--- config.mk ---
export PLATFORM = sky130hd
export DESIGN_NAME = time_set_ctrl
export DESIGN_NICKNAME = d
export VERILOG_FILES = /design/src/rtl/time_set_pkg.sv /design/src/rtl/key_repeat.sv /design/src/rtl/time_set_ctrl.sv
export SDC_FILE = /design/constraint.sdc
export NUM_CORES = 1
export LEC_CHECK = 0
export CAP_MARGIN = 20
export CELL_PAD_IN_SITES_DETAIL_PLACEMENT = 0
export CELL_PAD_IN_SITES_GLOBAL_PLACEMENT = 1
export CORE_UTILIZATION = 40
export CTS_CLUSTER_DIAMETER = 50
export CTS_CLUSTER_SIZE = 20
export DETAILED_ROUTE_END_ITERATION = 16
export GPL_TIMING_DRIVEN = 0
export HOLD_SLACK_MARGIN = 0.02
export PLACE_DENSITY = 0.69
export SETUP_SLACK_MARGIN = 0.05
export SYNTH_ARGS = -nofsm -noshare
export SYNTH_HDL_FRONTEND = slang
export SYNTH_HIERARCHICAL = 1
export SYNTH_SLANG_ARGS = --single-unit
--- constraint.sdc ---
create_clock -name clk_in -period 2.7 [get_ports clk_in]
set_input_delay 0.27 -clock clk_in [delete_from_list [all_inputs] [get_ports clk_in]]
set_output_delay 0.27 -clock clk_in [all_outputs]
set_load 0.02 [all_outputs]
--- src/rtl/time_set_pkg.sv ---
// Shared key codes, edit states and field wrap helpers for the front-panel clock setter.
package time_set_pkg;

    localparam logic [7:0] KEY_NONE = 8'h00;
    localparam logic [7:0] KEY_MODE = 8'h07;
    localparam logic [7:0] KEY_UP   = 8'h0B;
    localparam logic [7:0] KEY_DOWN = 8'h0D;
    localparam logic [7:0] KEY_SET  = 8'h0E;

    localparam logic [4:0] HOUR_MAX    = 5'd23;
    localparam logic [5:0] MIN_SEC_MAX = 6'd59;

    // Encoding doubles as the edit_field output value.
    typedef enum logic [1:0] {
        ST_RUN       = 2'd0,
        ST_EDIT_HOUR = 2'd1,
        ST_EDIT_MIN  = 2'd2,
        ST_EDIT_SEC  = 2'd3
    } state_t;

    function automatic logic [7:0] decode_key(input logic [7:0] raw);
        case (raw)
            KEY_MODE, KEY_UP, KEY_DOWN, KEY_SET: return raw;
            default:                             return KEY_NONE;
        endcase
    endfunction

    function automatic logic [4:0] wrap_hour(input logic [4:0] v, input logic up);
        if (up) return (v == HOUR_MAX) ? 5'd0 : v + 5'd1;
        return (v == 5'd0) ? HOUR_MAX : v - 5'd1;
    endfunction

    function automatic logic [5:0] wrap_ms(input logic [5:0] v, input logic up);
        if (up) return (v == MIN_SEC_MAX) ? 6'd0 : v + 6'd1;
        return (v == 6'd0) ? MIN_SEC_MAX : v - 6'd1;
    endfunction

endpackage

--- src/rtl/key_repeat.sv ---
// Key decode, press edge detect and UP/DOWN auto-repeat; events are registered one-cycle pulses.
module key_repeat
    import time_set_pkg::*;
#(
    parameter int HOLD_CYC   = 6_000_000,
    parameter int REPEAT_CYC = 1_200_000
) (
    input  logic       clk_in,
    input  logic       rst_in,
    input  logic [7:0] key_data,
    output logic       ev_mode,
    output logic       ev_up,
    output logic       ev_down,
    output logic       ev_set
);

    localparam int CMAX = (HOLD_CYC > REPEAT_CYC) ? HOLD_CYC : REPEAT_CYC;
    localparam int CW   = (CMAX > 1) ? $clog2(CMAX) : 1;
    localparam logic [CW-1:0] HOLD_TC = CW'(HOLD_CYC - 1);
    localparam logic [CW-1:0] REP_TC  = CW'(REPEAT_CYC - 1);

    logic [7:0]    code;
    logic [7:0]    key_prev;
    logic [CW-1:0] hold_cnt;
    logic          repeating;
    logic          press;
    logic          rpt_key;
    logic          rpt_fire;

    assign code     = decode_key(key_data);
    assign press    = (code != key_prev) && (code != KEY_NONE);
    assign rpt_key  = (code == key_prev) && ((code == KEY_UP) || (code == KEY_DOWN));
    // One counter serves both the initial hold delay and the repeat interval.
    assign rpt_fire = rpt_key && (hold_cnt == (repeating ? REP_TC : HOLD_TC));

    always_ff @(posedge clk_in or posedge rst_in) begin
        if (rst_in) begin
            key_prev  <= KEY_NONE;
            hold_cnt  <= '0;
            repeating <= 1'b0;
            ev_mode   <= 1'b0;
            ev_up     <= 1'b0;
            ev_down   <= 1'b0;
            ev_set    <= 1'b0;
        end else begin
            key_prev <= code;
            if (!rpt_key) begin
                hold_cnt  <= '0;
                repeating <= 1'b0;
            end else if (rpt_fire) begin
                hold_cnt  <= '0;
                repeating <= 1'b1;
            end else begin
                hold_cnt <= hold_cnt + CW'(1);
            end
            ev_mode <= press && (code == KEY_MODE);
            ev_set  <= press && (code == KEY_SET);
            ev_up   <= (press || rpt_fire) && (code == KEY_UP);
            ev_down <= (press || rpt_fire) && (code == KEY_DOWN);
        end
    end

endmodule

--- src/rtl/time_set_ctrl.sv ---
// Time-of-day keeper with key-driven edit FSM, second prescaler and edit-field blink.
module time_set_ctrl
    import time_set_pkg::*;
#(
    parameter int CLK_FREQ   = 12_000_000,
    parameter int HOLD_CYC   = 6_000_000,
    parameter int REPEAT_CYC = 1_200_000,
    parameter int BLINK_CYC  = 3_000_000
) (
    input  logic       clk_in,
    input  logic       rst_in,
    input  logic [7:0] key_data,
    output logic [4:0] hour,
    output logic [5:0] minute,
    output logic [5:0] second,
    output logic [1:0] edit_field,
    output logic       blink,
    output logic       sec_pulse
);

    localparam int PW = (CLK_FREQ > 1) ? $clog2(CLK_FREQ) : 1;
    localparam int BW = (BLINK_CYC > 1) ? $clog2(BLINK_CYC) : 1;
    localparam logic [PW-1:0] PRE_TC   = PW'(CLK_FREQ - 1);
    localparam logic [BW-1:0] BLINK_TC = BW'(BLINK_CYC - 1);

    state_t        state, state_n;
    logic          ev_mode, ev_up, ev_down, ev_set, any_ev;
    logic [PW-1:0] presc;
    logic [BW-1:0] blink_cnt;
    logic          tick;

    key_repeat #(
        .HOLD_CYC   (HOLD_CYC),
        .REPEAT_CYC (REPEAT_CYC)
    ) u_key_repeat (
        .clk_in   (clk_in),
        .rst_in   (rst_in),
        .key_data (key_data),
        .ev_mode  (ev_mode),
        .ev_up    (ev_up),
        .ev_down  (ev_down),
        .ev_set   (ev_set)
    );

    assign any_ev     = ev_mode | ev_up | ev_down | ev_set;
    assign edit_field = state;
    // A SET arriving on the terminal cycle leaves RUN instead of ticking.
    assign tick       = (state == ST_RUN) && !ev_set && (presc == PRE_TC);

    always_ff @(posedge clk_in or posedge rst_in) begin
        if (rst_in) state <= ST_RUN;
        else        state <= state_n;
    end

    always_comb begin
        state_n = state;
        case (state)
            ST_RUN:       if (ev_set) state_n = ST_EDIT_HOUR;
            ST_EDIT_HOUR: if (ev_set) state_n = ST_RUN; else if (ev_mode) state_n = ST_EDIT_MIN;
            ST_EDIT_MIN:  if (ev_set) state_n = ST_RUN; else if (ev_mode) state_n = ST_EDIT_SEC;
            ST_EDIT_SEC:  if (ev_set) state_n = ST_RUN; else if (ev_mode) state_n = ST_EDIT_HOUR;
            default:      state_n = ST_RUN;
        endcase
    end

    always_ff @(posedge clk_in or posedge rst_in) begin
        if (rst_in) begin
            hour      <= '0;
            minute    <= '0;
            second    <= '0;
            sec_pulse <= 1'b0;
            presc     <= '0;
        end else begin
            sec_pulse <= tick;
            if (state != ST_RUN || ev_set || tick) presc <= '0;
            else                                   presc <= presc + PW'(1);
            if (tick) begin
                second <= wrap_ms(second, 1'b1);
                if (second == MIN_SEC_MAX) begin
                    minute <= wrap_ms(minute, 1'b1);
                    if (minute == MIN_SEC_MAX) hour <= wrap_hour(hour, 1'b1);
                end
            end else if (ev_up || ev_down) begin
                case (state)
                    ST_EDIT_HOUR: hour   <= wrap_hour(hour, ev_up);
                    ST_EDIT_MIN:  minute <= wrap_ms(minute, ev_up);
                    ST_EDIT_SEC:  second <= wrap_ms(second, ev_up);
                    default: ;
                endcase
            end
        end
    end

    always_ff @(posedge clk_in or posedge rst_in) begin
        if (rst_in) begin
            blink     <= 1'b1;
            blink_cnt <= '0;
        end else if (state_n == ST_RUN || any_ev) begin
            blink     <= 1'b1;
            blink_cnt <= '0;
        end else if (blink_cnt == BLINK_TC) begin
            blink     <= ~blink;
            blink_cnt <= '0;
        end else begin
            blink_cnt <= blink_cnt + BW'(1);
        end
    end

endmodule

* After elaboration in Yosys (flattened, before gate mapping)
Cells that the tools add are included.
** Cells by class
- Add/sub/neg operators :: 9
- Equal/unequal tests :: 22
- Reduce and logical (&&, ||, !) cells :: 32
- Mux-type cells :: 62
- Bitwise operators :: 4
** Operator list (count)
- 2-to-1 mux 6 bit :: 17
- 2-to-1 mux 23 bit :: 3
- 2-to-1 mux 5 bit :: 10
- equality test 8 x 4 -> 1 bit, second input constant :: 6
- 2-to-1 mux 22 bit :: 2
- adder 24 x 1 -> 24 bit, second input constant :: 1
- equality test 24 bit, second input constant :: 1
- 2-to-1 mux 24 bit :: 1
- adder 23 x 1 -> 23 bit, second input constant :: 1
- equality test 23 bit :: 1
- adder 22 x 1 -> 22 bit, second input constant :: 1
- equality test 22 bit, second input constant :: 1
- 2-to-1 mux 1 bit :: 20
- equality test 8 x 3 -> 1 bit, second input constant :: 2
- 2-to-1 mux 2 bit :: 7
- adder 6 x 1 -> 6 bit, second input constant :: 2
- equality test 6 bit, second input constant :: 2
- zero test 6 bit :: 2
- nonzero test 2 bit :: 6
- subtractor 6 x 1 -> 6 bit, second input constant :: 2
- logical AND 1 bit :: 9
- equality test 8 bit :: 1
- 2-to-1 mux 8 bit :: 1
- != test 8 bit :: 1
- other kinds (19) :: 29
** Storage, ports and cells
- Register bits after elaboration :: 103
- Output and inout bits :: 21
- Logic and storage cells :: 144

* Logic depth before layout (Yosys ltp)
- Depth after elaboration :: 9
- Depth in mapped cells :: 8
- Gate-level depth less buffers :: 7

* By module
The synthesis kept the hierarchy.
** Modules (own cells, without submodules)
- time_set_ctrl :: cells an instance 434, times used 1, sequential area each 1677.9 um^2, area each 3960.0 um^2
- key_repeat :: cells an instance 192, times used 1, sequential area each 900.9 um^2, area each 1874.3 um^2

* Worst setup path before layout
Ideal clock, no wire load.
- Path type :: input to register
- Start :: in key_data[5]
- End :: reg u_key_repeat.hold_cnt[16]
- Buffers on the path :: 1
- Data required time :: 2.630 ns
- Stages on the path :: 7
- Path slack :: 0.277 ns
- Arrival time :: 2.354 ns
- Library setup time :: 0.070 ns
- Cell sequence :: nor4_4 -> nand2_2 -> a221o_1 -> or3b_4 -> or4_4 -> buf_6 -> nor2_2
** On the way
- Word-level cells in the longest chain between the ends :: 9
- Elaborated cells on any way between the ends :: 14
** RTL lines
- start: declaration :: line time_set_ctrl.sv:12 : input logic [7:0] key_data,
- equality test 8 x 3 -> 1 bit or equality test 8 x 4 -> 1 bit (tied branches) :: line time_set_pkg.sv:22 : case (raw)
- OR reduction 4 bit :: line time_set_pkg.sv:22
- 2-to-1 mux 8 bit (*) :: line time_set_pkg.sv:22
- equality test 8 x 4 -> 1 bit :: line key_repeat.sv:32 : assign rpt_key = (code == key_prev) && ((code == KEY_UP) || (code == KEY_DOWN));
- logical OR 1 bit :: line key_repeat.sv:32
- logical AND 1 bit (*) :: line key_repeat.sv:32
- logical AND 1 bit :: line key_repeat.sv:34 : assign rpt_fire = rpt_key && (hold_cnt == (repeating ? REP_TC : HOLD_TC));
- 2-to-1 mux 23 bit :: line key_repeat.sv:50 : end else if (rpt_fire) begin
- 2-to-1 mux 23 bit (*) :: line key_repeat.sv:47 : if (!rpt_key) begin
- end signal: assignment :: line key_repeat.sv:54 : hold_cnt <= hold_cnt + CW'(1);
- end: declaration :: line key_repeat.sv:24 : logic [CW-1:0] hold_cnt;
Mark *: on every way between the ends. The rest lies on a longest branch, timed or not.
A chain may end at the register's enable or synchronous reset.

* Final worst setup path
- Start :: in key_data[6]
- End :: reg u_key_repeat.hold_cnt[20]
Same word-level chain as after synthesis.

==> impl_metrics.tcl <==
set metrics [dict create \
    antenna_cells 0 \
    drc 0 \
    finalMaxSlewViolations 0 \
    cts.clk_slew.worst_paths_ns 0.07 \
    avgRoutedWirePerCell_microns 14.6 \
    stdcell_area_sq_um 6780 \
    setup_violations 0 \
    final-hold-violation-count 0 \
    cts_buffers 9 \
    row_count 43 \
    synth_cells 626 \
    gp_congestion 0.817 \
    ctsLongestPathBuffers 2 \
    synth_area_per_cell_sq_um 9.32 \
    hold_slack_ns 0.256 \
    crit_path_end_kind "flip-flop" \
    grt_use_total_pct 18.4 \
    vias 4639 \
    coreArea_sq_um 14000 \
    power_density_nw_per_um2 499 \
    hpwlAfterDp_microns 8710 \
    synthArstFlopShare_pct 100 \
    die_area_sq_um 15100 \
    dr.first_iter.drc_count 284 \
    synth_edf_count 0 \
    cts_root_buf "clkbuf_16" \
    hold_start "key_data[3]" \
    min_period_ns 2.48 \
    grt_pass1_vias 4529 \
    grt_max_degree 68 \
    cp-start-kind "input pin" \
    vias_per_cell 5.38 \
    slowest_delay_ns 0.47 \
    grt.overflow.total 0 \
    finalNetCount 698 \
    period_share_pct 91.8 \
    dr.pass1.iters 4 \
    ys_seq_area_share_pct 44.2 \
    synth_top_area_share_pct 43.7 \
    critPathArrivalTime_ns 2.76 \
    power_mw 3.39 \
    syn_to_final_growth_pct 16.2 \
    synth_warnings 6 \
    status "complete, no violations" \
    rr_endpoint "minute[3]$_DFFE_PP0P_" \
    layout_commonest_cell "dfrtp_1" \
    worst_pin_slew_ns 1.09 \
    num_io_pins 31 \
    cts.sinks 103 \
    initial_core_util_pct 41.5 \
    ff2ff_path_depth 5 \
    synth-seq-cells 103 \
    syn_area_sq_um 5830 \
    min_path_cells 3 \
    timing.rr.start "presc[19]$_DFF_PP0_" \
    drv_cap 0 \
    cp_slowest_cell "or4_4" \
    dp.cells 838 \
    post_dp_cell_area_sq_um 6380 \
    min_path_type "input pin to flip-flop" \
    p_leak_nw 2.73 \
    holdPathEnd "u_key_repeat/key_prev[3]$_DFF_PP0_" \
    htreeDepth 3 \
    peakVddDrop_mv 0.335 \
    worstSetupPathType "input pin to flip-flop" \
    ant_nets 0 \
    fp.dieH_microns 123 \
    wl_microns 12600 \
    worstPathRequired_ns 2.99 \
    grt_pass1_wl_microns 21800 \
    yosysTopAreaCell "dfrtp_1" \
    final_cells 862 \
    pre_cts_slack_ns -0.445 \
    synthTopCellsByArea "dfrtp_1, xor2_1, nor2_1" \
    clock_skew_ns 0.00759 \
    cts_tree "built" \
    crit_chain "clkdlybuf4s50_1, nor4_4, buf_4, nand2_2, a221o_1, or3b_4, or4_4, buf_8, nor2_2" \
    layout_common_cells "dfrtp_1, nor2_1, nand3_1" \
    ys.flop_type "dfrtp_1" \
    worstSkewPairLatency_ns 0.35 \
    fmax_ghz 0.404 \
    die_x_microns 123 \
    cp_max_fo 10 \
    setup_ws_ns 0.222 \
    relSlewSlack_pct 26.8 \
    drive_above_1_share_pct 9.68 \
    synth_cell_type_count 67 \
    io_buffers 28 \
    rsz0062_at_grt "true" \
    ff2ff_setup_slack_ns 0.23 \
    antenna_found_initial 0 \
]
## final cells by class
class / count / area [sq um]
clock buffer: 10 / 239
multi-input combinational: 482 / 3110
tap: 180 / 225
buffer: 20 / 101
fill: 1332 / 7260
timing repair buffer: 37 / 368
clock inverter: 6 / 68.8
sequential: 103 / 2580
inverter: 24 / 92.6
## through the flow
step                utilization [%]  setup TNS, ns
detailed placement             45.4          -9.69
global placement               45.2         -55.08
finish                         48.3              0
global route                   48.3              0
floorplan                         -              0
CTS                            47.8              0
## critical path, delay by kind of cell
| kind | cells | cell delay, ns |
|---|---|---|
| buf+inv | 3 | 0.80 |
| simple gates | 5 | 1.32 |
| compound gates | 1 | 0.38 |
## synthesized netlist by cell type (6+ instances only)
master,number
nor3_1,22
clkbuf_1,13
nand2b_1,9
or2_2,6
a21oi_1,10
dfrtp_1,102
xnor2_1,33
nand4_1,23
nor2_2,10
ha_1,11
nand3_1,45
mux2i_1,10
o21ai_0,9
nor4_1,11
nor2_1,86
xor2_1,40
inv_1,24
and3_1,13
nand2_1,44
## cells by family (layout without fill, tap and decap cells)
kind of cell,count (synthesis),in the layout,synth area share [%]
AOI/OAI and AO/OA,71,71,8.81
xor gates and xnor gates,73,73,11.0
adders and majority gates,11,11,2.36
buffers and inverters,44,97,3.15
DFF,103,103,44.2
muxes,14,14,2.49
other,1,4,0.0643
and+or+nand+nor,309,309,28.0
## where the power goes
| group | switching [mW] | internal (mW) | leakage (nW) |
|---|---|---|---|
| clock network | 0.606 | 0.750 | 0.149 |
| registers | 0.0603 | 1.60 | 1.41 |
| logic | 0.225 | 0.148 | 1.17 |
## registers in the layout, summed over array words and instances (netlist names), 2 cells and up
signal                 count
presc                     24
u_key_repeat/hold_cnt     23
blink_cnt                 22
u_key_repeat/key_prev      8
minute                     6
second                     6
hour                       5
edit_field                 2
## worst max-delay path by stage
stage / depth (start not counted) / slack (ns) / startpoint / to
after global placement: 2 / -0.71 / rst_in / presc[17]$_DFF_PP0_
final: 9 / 0.22 / key_data[6] / u_key_repeat/hold_cnt[20]$_DFF_PP0_
after CTS: 5 / 0.05 / presc[14]$_DFF_PP0_ / hour[2]$_DFFE_PP0P_
after floorplan: 7 / 0.28 / key_data[5] / u_key_repeat/hold_cnt[16]$_DFF_PP0_
after detailed placement: 8 / -0.45 / key_data[5] / u_key_repeat/hold_cnt[19]$_DFF_PP0_
after global routing: 5 / 0.03 / presc[14]$_DFF_PP0_ / minute[3]$_DFFE_PP0P_
## layer usage
layer  vias to the layer above  global-route usage, %  share of wire, %  wire, microns
met2                        62                   29.4                47           5900
li1                       2310                      -                 -              -
met4                         0                   4.42               1.1            134
met1                      2255                   24.8                49           6180
met3                        12                   4.65               2.8            357
met5                         -                      0                 0              0
## repair_timing
item / in CTS / in global routing
buffers inserted: 2 / 6
resized for setup: 1 / 13
hold buffers: 0 / 0
setup endpoints to repair: 26 / 35
pin swaps: 3 / 4
Note: power is estimated with default switching activity, not from simulation.
